File: config.mk
export PLATFORM = sky130hd
export DESIGN_NAME = onset_bpm_estimator
export DESIGN_NICKNAME = d
export VERILOG_FILES = /design/src/rtl/bpm_pkg.sv /design/src/rtl/bpm_seq_divider.sv /design/src/rtl/onset_bpm_estimator.sv
export SDC_FILE = /design/constraint.sdc
export NUM_CORES = 1
export LEC_CHECK = 0
export CORE_UTILIZATION = 29
export DETAILED_ROUTE_END_ITERATION = 6
export PLACE_DENSITY = 0.45
export SYNTH_ARGS = -nofsm -noshare
export SYNTH_HDL_FRONTEND = slang
export SYNTH_SLANG_ARGS = --single-unit
File: constraint.sdc
create_clock -name clk -period 6.4 [get_ports clk]
set_input_delay 1.28 -clock clk [delete_from_list [all_inputs] [get_ports clk]]
set_output_delay 1.28 -clock clk [all_outputs]
set_load 0.01 [all_outputs]
File: src/rtl/bpm_pkg.sv
// Shared types, widths and interval helpers for the onset BPM estimator.
package bpm_pkg;

   typedef enum logic [1:0] {
      IDLE,
      ACCUM,
      DIVIDE,
      DONE
   } bpm_state_t;

   localparam int unsigned IVL_W = 32;
   localparam int unsigned SUM_W = 34;
   localparam int unsigned NUM_W = 40;

   function automatic longint unsigned ticks_per_beat(
      input longint unsigned clk_freq,
      input longint unsigned tempo
   );
      return (clk_freq * 64'd60) / tempo;
   endfunction

   function automatic longint unsigned min_interval(
      input longint unsigned clk_freq,
      input longint unsigned max_bpm
   );
      return ticks_per_beat(clk_freq, max_bpm);
   endfunction

   function automatic longint unsigned max_interval(
      input longint unsigned clk_freq,
      input longint unsigned min_bpm
   );
      return ticks_per_beat(clk_freq, min_bpm);
   endfunction

endpackage

File: src/rtl/bpm_seq_divider.sv
// Restoring divider, one quotient bit per cycle, MSB first.
module bpm_seq_divider
   import bpm_pkg::*;
#(
   parameter int unsigned Q_W = 8
) (
   input  logic             clk,
   input  logic             reset,
   input  logic             start_i,
   input  logic [NUM_W-1:0] dividend_i,
   input  logic [SUM_W-1:0] divisor_i,
   output logic             busy_o,
   output logic             done_o,
   output logic [Q_W-1:0]   quot_o
);

   localparam int unsigned CW = (Q_W > 1) ? $clog2(Q_W) : 1;
   localparam int unsigned XW = NUM_W + Q_W;

   logic [NUM_W-1:0] rem_q, rem_d;
   logic [SUM_W-1:0] dvs_q;
   logic [Q_W-1:0]   q_q, q_d;
   logic [CW-1:0]    cnt_q;
   logic             busy_q;
   logic [XW-1:0]    trial;

   always_comb begin
      trial = XW'(dvs_q) << cnt_q;
      rem_d = rem_q;
      q_d   = q_q;
      if (XW'(rem_q) >= trial) begin
         rem_d      = rem_q - NUM_W'(trial);
         q_d[cnt_q] = 1'b1;
      end
   end

   always_ff @(posedge clk) begin
      if (reset) begin
         busy_q <= 1'b0;
         rem_q  <= '0;
         dvs_q  <= '0;
         q_q    <= '0;
         cnt_q  <= '0;
      end else if (start_i) begin
         busy_q <= 1'b1;
         rem_q  <= dividend_i;
         dvs_q  <= divisor_i;
         q_q    <= '0;
         cnt_q  <= CW'(Q_W - 1);
      end else if (busy_q) begin
         rem_q <= rem_d;
         q_q   <= q_d;
         cnt_q <= cnt_q - CW'(1);
         if (cnt_q == '0) begin
            busy_q <= 1'b0;
         end
      end
   end

   // Final bit is resolved combinationally so the result is usable on done.
   assign busy_o = busy_q;
   assign done_o = busy_q && (cnt_q == '0);
   assign quot_o = q_d;

endmodule

File: src/rtl/onset_bpm_estimator.sv
// Tempo estimator: onset spacing -> averaged interval -> integer BPM.
// Interval counter runs free of the FSM, which sequences history and divide.
module onset_bpm_estimator
   import bpm_pkg::*;
#(
   parameter int unsigned CLK_FREQ  = 50_000_000,
   parameter int unsigned BPM_WIDTH = 8,
   parameter int unsigned MIN_BPM   = 40,
   parameter int unsigned MAX_BPM   = 240,
   parameter int unsigned AVG_DEPTH = 4
) (
   input  logic                 clk,
   input  logic                 reset,
   input  logic                 onset_detected,
   output logic [BPM_WIDTH-1:0] bpm,
   output logic                 bpm_valid,
   output logic                 locked,
   output logic                 timeout
);

   localparam logic [IVL_W-1:0] MIN_I =
      IVL_W'(min_interval(CLK_FREQ, MAX_BPM));
   localparam logic [IVL_W-1:0] MAX_I =
      IVL_W'(max_interval(CLK_FREQ, MIN_BPM));
   localparam logic [NUM_W-1:0] NUM_K =
      NUM_W'(64'(CLK_FREQ) * 64'd60);
   localparam int unsigned PW =
      (AVG_DEPTH > 1) ? $clog2(AVG_DEPTH) : 1;
   localparam int unsigned NW = $clog2(AVG_DEPTH + 1);
   localparam logic [NW-1:0] N_FULL = NW'(AVG_DEPTH);

   if (64'(MAX_BPM) >= (64'd1 << BPM_WIDTH)) begin : g_bad_max
      $error("MAX_BPM does not fit in BPM_WIDTH");
   end
   if (MIN_I <= IVL_W'(BPM_WIDTH + 3)) begin : g_bad_min
      $error("MIN_INTERVAL too short for divider latency");
   end
   if (AVG_DEPTH == 0 || (AVG_DEPTH & (AVG_DEPTH - 1)) != 0) begin : g_bad_avg
      $error("AVG_DEPTH must be a power of two");
   end

   bpm_state_t state_q, state_d;

   logic [IVL_W-1:0]     cnt_q;
   logic [IVL_W-1:0]     interval_q;
   logic                 armed_q;
   logic [IVL_W-1:0]     hist_q [AVG_DEPTH];
   logic [PW-1:0]        wp_q, wp_d;
   logic [SUM_W-1:0]     sum_q, sum_d, old_v;
   logic [NW-1:0]        n_q, n_d;
   logic [BPM_WIDTH-1:0] bpm_q;
   logic                 accept, tmo, full;
   logic                 div_start, div_busy, div_done;
   logic [BPM_WIDTH-1:0] div_quot;
   logic [NUM_W-1:0]     dividend;

   assign accept = onset_detected && armed_q &&
                   (cnt_q >= MIN_I) && (cnt_q <= MAX_I);
   assign tmo    = armed_q && !onset_detected && (cnt_q == MAX_I);

   // Spurious onsets fall through to the increment branch untouched.
   always_ff @(posedge clk) begin
      if (reset) begin
         armed_q    <= 1'b0;
         cnt_q      <= '0;
         interval_q <= '0;
      end else if (onset_detected && !armed_q) begin
         armed_q <= 1'b1;
         cnt_q   <= IVL_W'(1);
      end else if (accept) begin
         cnt_q      <= IVL_W'(1);
         interval_q <= cnt_q;
      end else if (tmo) begin
         armed_q <= 1'b0;
      end else if (armed_q) begin
         cnt_q <= cnt_q + IVL_W'(1);
      end
   end

   always_comb begin
      full     = (n_q == N_FULL);
      old_v    = full ? SUM_W'(hist_q[wp_q]) : '0;
      sum_d    = sum_q + SUM_W'(interval_q) - old_v;
      n_d      = full ? n_q : n_q + NW'(1);
      wp_d     = (wp_q == PW'(AVG_DEPTH - 1)) ? '0 : wp_q + PW'(1);
      dividend = NUM_K * NUM_W'(n_d);
   end

   always_ff @(posedge clk) begin
      if (reset) begin
         for (int i = 0; i < AVG_DEPTH; i++) begin
            hist_q[i] <= '0;
         end
         wp_q  <= '0;
         sum_q <= '0;
         n_q   <= '0;
      end else if (tmo) begin
         wp_q  <= '0;
         sum_q <= '0;
         n_q   <= '0;
      end else if (state_q == ACCUM) begin
         hist_q[wp_q] <= interval_q;
         wp_q         <= wp_d;
         sum_q        <= sum_d;
         n_q          <= n_d;
      end
   end

   always_ff @(posedge clk) begin
      if (reset) begin
         state_q <= IDLE;
      end else begin
         state_q <= state_d;
      end
   end

   always_comb begin
      state_d   = state_q;
      div_start = 1'b0;
      unique case (state_q)
         IDLE:   if (accept) state_d = ACCUM;
         ACCUM: begin
            div_start = !div_busy;
            state_d   = DIVIDE;
         end
         DIVIDE: if (div_done) state_d = DONE;
         DONE:   state_d = IDLE;
         default: state_d = IDLE;
      endcase
   end

   // Latch on the last divide cycle so bpm is visible alongside bpm_valid.
   always_ff @(posedge clk) begin
      if (reset) begin
         bpm_q <= '0;
      end else if (state_q == DIVIDE && div_done) begin
         bpm_q <= div_quot;
      end
   end

   bpm_seq_divider #(
      .Q_W(BPM_WIDTH)
   ) u_div (
      .clk        (clk),
      .reset      (reset),
      .start_i    (div_start),
      .dividend_i (dividend),
      .divisor_i  (sum_d),
      .busy_o     (div_busy),
      .done_o     (div_done),
      .quot_o     (div_quot)
   );

   assign bpm       = bpm_q;
   assign bpm_valid = (state_q == DONE);
   assign locked    = (n_q == N_FULL);
   assign timeout   = tmo;

endmodule

==> results of run 1 <==
cells in the final DEF, fill, tap and decap left out, types with 36 or more instances in the layout:
cell         n
a21o_1      36
a21oi_1    162
and2_1      77
clkbuf_16   39
dfxtp_1    199
edfxtp_1   128
fa_1        37
ha_1        96
inv_1      162
mux2i_1     61
mux4_2      56
nand2_1    161
nand3_1     75
nor2_1     229
nor2b_1     43
nor3_1      38
nor4_1      37
o21ai_0     62
xnor2_1     54
xor2_1      45
kinds of logic after synthesis:
group                    share of synthesized area
AND/OR/NAND/NOR                             0.1839
AO/OA/AOI/OAI                               0.1394
flip-flops                                  0.3870
buffers and inverters                      0.05611
adder cells (fa/ha/maj)                    0.09589
multiplexers                               0.09516
XOR/XNOR                                   0.04254
report_power, final:
| group | switching (mW) | internal [mW] | leakage [nW] | total [mW] |
|---|---|---|---|---|
| Sequential | 0.128 | 2.30 | 2.95 | 2.43 |
| Clock | 0.938 | 1.41 | 0.646 | 2.34 |
| Combinational | 2.56 | 1.64 | 4.98 | 4.21 |
| Total | 3.63 | 5.35 | 8.58 | 8.98 |
final cells by class:
| type | instances | area share |
|---|---|---|
| diodes | 1 | 0.0001101 |
| clock buffers | 49 | 0.04590 |
| clock inverters | 21 | 0.01227 |
| inverters | 163 | 0.02692 |
| multi-input cells | 1569 | 0.5015 |
| flip-flops and latches | 330 | 0.3471 |
| well taps | 931 | 0.05124 |
| repair buffers | 41 | 0.01486 |
state kept, by name (all words and copies together), names as in the netlist, 3 cells and up, named ones only:
| register | count |
|---|---|
| bpm | 8 |
| cnt_q | 32 |
| hist_q | 128 |
| interval_q | 32 |
| n_q | 3 |
| sum_q | 34 |
| u_div.cnt_q | 3 |
| u_div.dvs_q | 34 |
| u_div.q_q | 8 |
| u_div.rem_q | 40 |
how the worst min path moves through the flow:
stage,cells after the start,to,startpoint
2_1_floorplan,2,bpm[4]$_SDFFE_PP0P_,u_div.q_q[4]$_SDFFE_PP0P_
3_3_place_gp,2,bpm[6]$_SDFFE_PP0P_,bpm[6]$_SDFFE_PP0P_
3_5_place_dp,2,bpm[7]$_SDFFE_PP0P_,bpm[7]$_SDFFE_PP0P_
4_1_cts,2,bpm[7]$_SDFFE_PP0P_,bpm[7]$_SDFFE_PP0P_
5_1_grt,2,u_div.rem_q[6]$_SDFFE_PP0P_,u_div.rem_q[6]$_SDFFE_PP0P_
6_report,2,bpm[6]$_SDFFE_PP0P_,bpm[6]$_SDFFE_PP0P_
tightest hold or removal path, stage by stage, from the launching register on:
cell,delay (ps)
dfxtp_1,310
nand2_1,50
a21oi_1,50
cells in the mapped netlist, types with 37 or more instances:
| library cell | number |
|---|---|
| fa_1 | 37 |
| xnor2_1 | 54 |
| and2_1 | 77 |
| nor2b_1 | 44 |
| inv_1 | 162 |
| mux4_2 | 56 |
| nand2_1 | 162 |
| edfxtp_1 | 128 |
| a21oi_1 | 163 |
| nor2_1 | 229 |
| clkbuf_1 | 97 |
| o21ai_0 | 63 |
| nand3_1 | 75 |
| dfxtp_1 | 202 |
| mux2i_1 | 61 |
| nor4_1 | 37 |
| xor2_1 | 45 |
| ha_1 | 97 |
| nor3_1 | 38 |
per-layer routing:
metal	track usage	routed length, um	up-vias
met5	0	0	-
met1	0.2151	27020	7570
met4	0.03728	1105	0
li1	-	-	7704
met3	0.01977	1943	72
met2	0.2635	26140	271
==> metrics, run 1 <==
Multi-input gate area 11400 um^2; fmax 0.1895 GHz; register area 7891 um^2; RR Endpoint u_div.rem_q[9]$_SDFFE_PP0P_; Max stage delay cell, worst path or4b_1; Initial Util 0.2951; Synth-to-Final Area Change 11.54%; DP HPWL 40040 um; Total GRT Usage 0.1576; reg-to-reg slack, setup 1210 ps; Cell variety after synth 74; drt drc 0; Top Family by Delay on Critical Path simple AND/OR/NAND/NOR gates; Post-DP Area 21410 um^2; Avg WL per Cell 18.10 um; starting DRC count in detailed routing 860; Die Width 267.1 um; EDFF count, synth 128; num rows 96; Mapped Nets 2331; Final ANT Viol Nets 0; Post-CTS Hold Buffers 0; Synth Warn # 0; setup bufs post-CTS 0; crit end category output pin; GRT Residual Overflow 0; Bufs and invs on worst path 1; Tcrit/Tclk final 0.8243; Hold Violations, Final 0; CORE AREA 69070 um^2; area of the mapped netlist 20380 um^2; later-pin clock latency in the skew report 570 ps; crit-path max FO 5; startpoint class of the critical path flip-flop; # IOs 14; dpl ws 1186 ps; top_reg_cell synth dfxtp_1; htree depth 2; main area contributors after synthesis dfxtp_1 (20%), edfxtp_1 (19%), mux4_2 (6.2%); Final Cell Area 22730 um^2; worst min path class reg2reg; via count 15617; CP arrival 4000 ps; Yosys reg bits 330; FFs w/ async S/R, synth 0; Synth area leader dfxtp_1; initial antenna violation count 0; final worst slack 1124 ps; Mapped Avg Cell Area 9.289 um^2; crit path capture timeout; Placed Cells 3034; type of the worst setup path reg2out; overall die area 71340 um^2; Layout fillers 7154; MaxCap Viol Count 0; Final Setup Violations 0; Yosys top cell area share 0.1984; Die Ht 267.1 um; Non-Filler Instances 3105; Clock Tree Root clkbuf_16; Critical Path Stages 5; status finished clean; setup tns final 0 ps; layout cell share with drive strength beyond 1 0.08376; NumNets Final 2281; Min Clock Period, post-route 5276 ps; worst reg2reg path startpoint u_div.cnt_q[0]$_SDFFE_PP0P_; Leak 8.578 nW; Max-Slew Margin vs Limit 0.2511; IO Port Bufs 13; synthesized instance count 2194; via/cell ratio 5.030; CP max stage delay 740 ps; Clock Sinks 330; R2R depth 14; Num CTS Buffers 39; Power Density 395.0 nW/um^2; CTS tree done; Setup crit start cnt_q[29]$_SDFFE_PP0P_; CP cell instances or4_1 > or4_1 > or4b_1 > nor3b_2 > clkdlybuf4s50_1; Clock Skew 21.80 ps; Worst Max-Slew Pin Slew 1122 ps; RSZ-0062 raised after global routing false; WL final 56210 um; number of global-route vias before repair 15546; clock buffer depth 3; largest net degree at the start of global routing 64; Slew Limit Fails 0; first-pass GRT wire length 88700 um; worst hold slack 454.9 ps; worst path required time 5120 ps; post-CTS sizing 0; GPL Wtd Cong 0.8674; post-synthesis sequential area ratio 0.3870; IR drop worst, VDD 0.1828 mV; CP most frequent cell or4_1; Final Util 0.3291; drt pass-1 iters 5; Total Power 8.979 mW; Reg clk slew, reported paths 60 ps
Power figures use the tool's default switching activity.
==> inputs of run 2 (changes only) <==
PLACE_DENSITY = 0.46   (was 0.45)
clock period = 4.75 ns   (was 6.4 ns; I/O delays follow)
==> run 2 against run 1 <==
Total power increased by 38%. Die area is the same. Critical path type unchanged. Non-clock buffer count rose by 41. Setup slack got worse by 970 ps. Utilization grew 0.64 points. Global-route usage is 0.31 points lower. Critical endpoint unchanged. Highest routed layer unchanged. Wire length is 3.2% lower. Sequential cell count did not move.
==> metrics, run 2 (synthesized netlist as in run 1, its figures left out) <==
status finished clean; worst min path class reg2reg; crit end category output pin; starting DRC count in detailed routing 941 (+9.4%); Max stage delay cell, worst path or4b_1; Placed Cells 3075 (+1.4%); Avg WL per Cell 17.27 um (-4.6%); clock buffer depth 3 (unchanged); Max-Slew Margin vs Limit 0.2072 (-0.04385); RSZ-0062 raised after global routing false; Hold Violations, Final 0 (unchanged); hold endpoint bpm[7]$_SDFFE_PP0P_; first-pass GRT wire length 88060 um (-0.72%); reg-to-reg slack, setup 350 ps (-860 ps); Reg with most FFs hist_q; Num CTS Buffers 40 (+2.6%); final worst slack 156.0 ps (-968.2 ps); max reg flops 128 (unchanged); Final ANT Viol Nets 0 (unchanged); Total Power 12.42 mW (+38%); drt drc 0 (unchanged); HP Start bpm[7]$_SDFFE_PP0P_; Post-DP Area 21800 um^2 (+1.8%); Top Family by Delay on Critical Path simple AND/OR/NAND/NOR gates; post-CTS sizing 0 (unchanged); type of the worst setup path reg2out; number of global-route vias before repair 15696 (+0.96%); Synth-to-Final Area Change 13.69%; Post-CTS Hold Buffers 0 (unchanged); GPL Wtd Cong 0.8569 (-1.2%); WL final 54410 um (-3.2%); CP arrival 3640 ps (-360 ps); Clock Skew 35.51 ps (+13.71 ps); setup bufs post-CTS 0 (unchanged); CORE AREA 69070 um^2 (unchanged); Tcrit/Tclk final 0.9672; Final Cell Area 23170 um^2 (+1.9%); Final Setup Violations 0 (unchanged); dpl ws 259.2 ps (-926.7 ps); largest net degree at the start of global routing 71 (+11%); Initial Util 0.2951 (unchanged); Hold Path Depth 2 (unchanged); later-pin clock latency in the skew report 580 ps (about the same); CTS tree done; CP most frequent cell or4_1; worst path required time 3800 ps (-1320 ps); IO Port Bufs 13 (unchanged); Worst Max-Slew Pin Slew 1189 ps (+66.86 ps); MaxCap Viol Count 0 (unchanged); Leak 8.797 nW (+2.5%); initial antenna violation count 0 (unchanged); setup tns final 0 ps (unchanged); Die Ht 267.1 um (unchanged); RR Endpoint sum_q[28]$_SDFFE_PP0P_; DP HPWL 40160 um (+0.32%); Layout fillers 7088 (-0.92%); drt pass-1 iters 5 (unchanged); leading cell types in the layout, fill and taps excluded nor2_1 (229), dfxtp_1 (199), inv_1 (162), a21oi_1 (162), nand2_1 (161); Reg clk slew, reported paths 60 ps (about the same); NumNets Final 2323 (+1.8%); commonest non-fill, non-tap cell in the layout nor2_1; biggest regs hist_q (128), u_div.rem_q (40); GRT Residual Overflow 0 (unchanged); Bufs and invs on worst path 2 (+1); num rows 96 (unchanged); Clock Tree Root clkbuf_16; Die Width 267.1 um (unchanged); fmax 0.2177 GHz; Clock Sinks 330 (unchanged); Power Density 536.2 nW/um^2 (+36%); IR drop worst, VDD 0.2546 mV (+39%); worst reg2reg path startpoint n_q[0]$_SDFFE_PP0P_; Total GRT Usage 0.1544 (-0.003137); layout cell share with drive strength beyond 1 0.1028 (+0.01904); # IOs 14 (unchanged); Min Clock Period, post-route 4594 ps; via/cell ratio 4.925 (-2.1%); Non-Filler Instances 3151 (+1.5%); Slew Limit Fails 0 (unchanged); crit-path max FO 5 (unchanged); CP max stage delay 730 ps (about the same); startpoint class of the critical path flip-flop; htree depth 2 (unchanged); R2R depth 18 (+4); CP cell instances or4_1 > or4_1 > or4b_1 > nor3b_2 > buf_4 > clkdlybuf4s50_1; via count 15519 (-0.63%); overall die area 71340 um^2 (unchanged)
==> run 2: cell types whose count changed in the layout (fill, tap and decap cells not counted), sizes merged <==
cell | before | now
buf | 29 | 70
clkinvlp | 2 | 6
bufinv | 6 | 4
clkbuf | 49 | 51
clkinv | 12 | 14
inv | 164 | 162
diode | 1 | 2
==> run 2: layout make-up <==
| class | instances | area [um^2] | share of cell area |
|---|---|---|---|
| Clock inverter | 23 | 271.5 | 0.01172 |
| Tap cell | 931 | 1165 | 0.05027 |
| Sequential cell | 330 | 7894 | 0.3407 |
| Antenna cell | 2 | 5.005 | 0.0002160 |
| Clock buffer | 51 | 1084 | 0.04676 |
| Multi-Input combinational cell | 1569 | 11410 | 0.4923 |
| Inverter | 163 | 611.8 | 0.02641 |
| Timing Repair Buffer | 82 | 733.2 | 0.03164 |
==> run 2: worst register-to-register path, cell delays in order, from the launching register on <==
cell	delay, ps
dfxtp_1	360
inv_1	100
ha_1	210
nand2_1	200
buf_12	170
buf_4	260
nor2b_1	110
fa_1	490
inv_1	40
ha_1	350
o21ai_0	140
o21ai_0	330
and3b_1	240
o31ai_1	80
buf_4	150
a21oi_1	300
a31oi_1	200
or3b_2	470
a31oi_1	130
==> run 2: metrics by stage <==
stage,hold WS (ps),utilization
after floorplan,431.3,-
after global placement,444.7,0.3157
after detailed placement,448.7,0.3157
after CTS,457.0,0.3353
after global routing,470.3,0.3354
final,456.7,0.3355
==> run 2: worst max path at each step <==
stage | from | end | slack (ps) | cells after the start
finish | cnt_q[29]$_SDFFE_PP0P_ | timeout | 160 | 6
global route | u_div.cnt_q[1]$_SDFFE_PP0P_ | u_div.rem_q[37]$_SDFFE_PP0P_ | 10 | 14
detailed placement | flip-flop | sum_q[33]$_SDFFE_PP0P_ | 260 | 13
global placement | flip-flop | u_div.dvs_q[33]$_SDFFE_PP0P_ | 330 | 16
floorplan | flip-flop | sum_q[30]$_SDFFE_PP0P_ | 150 | 15
CTS | cnt_q[29]$_SDFFE_PP0P_ | timeout | 110 | 6
==> run 2: power by group <==
group	switching [mW]	total, mW	internal [mW]	leakage (nW)
registers	0.145	3.25	3.10	2.95
logic	3.51	6.03	2.52	5.20
clock network	1.30	3.15	1.85	0.644
==> run 2: layer usage <==
layer	global-route usage	up-vias	routed length, um
met1	0.2198	7432	27440
met4	0.03992	0	1041
met3	0.01958	66	1597
met5	0	-	0
li1	-	7809	-
met2	0.2456	212	24330
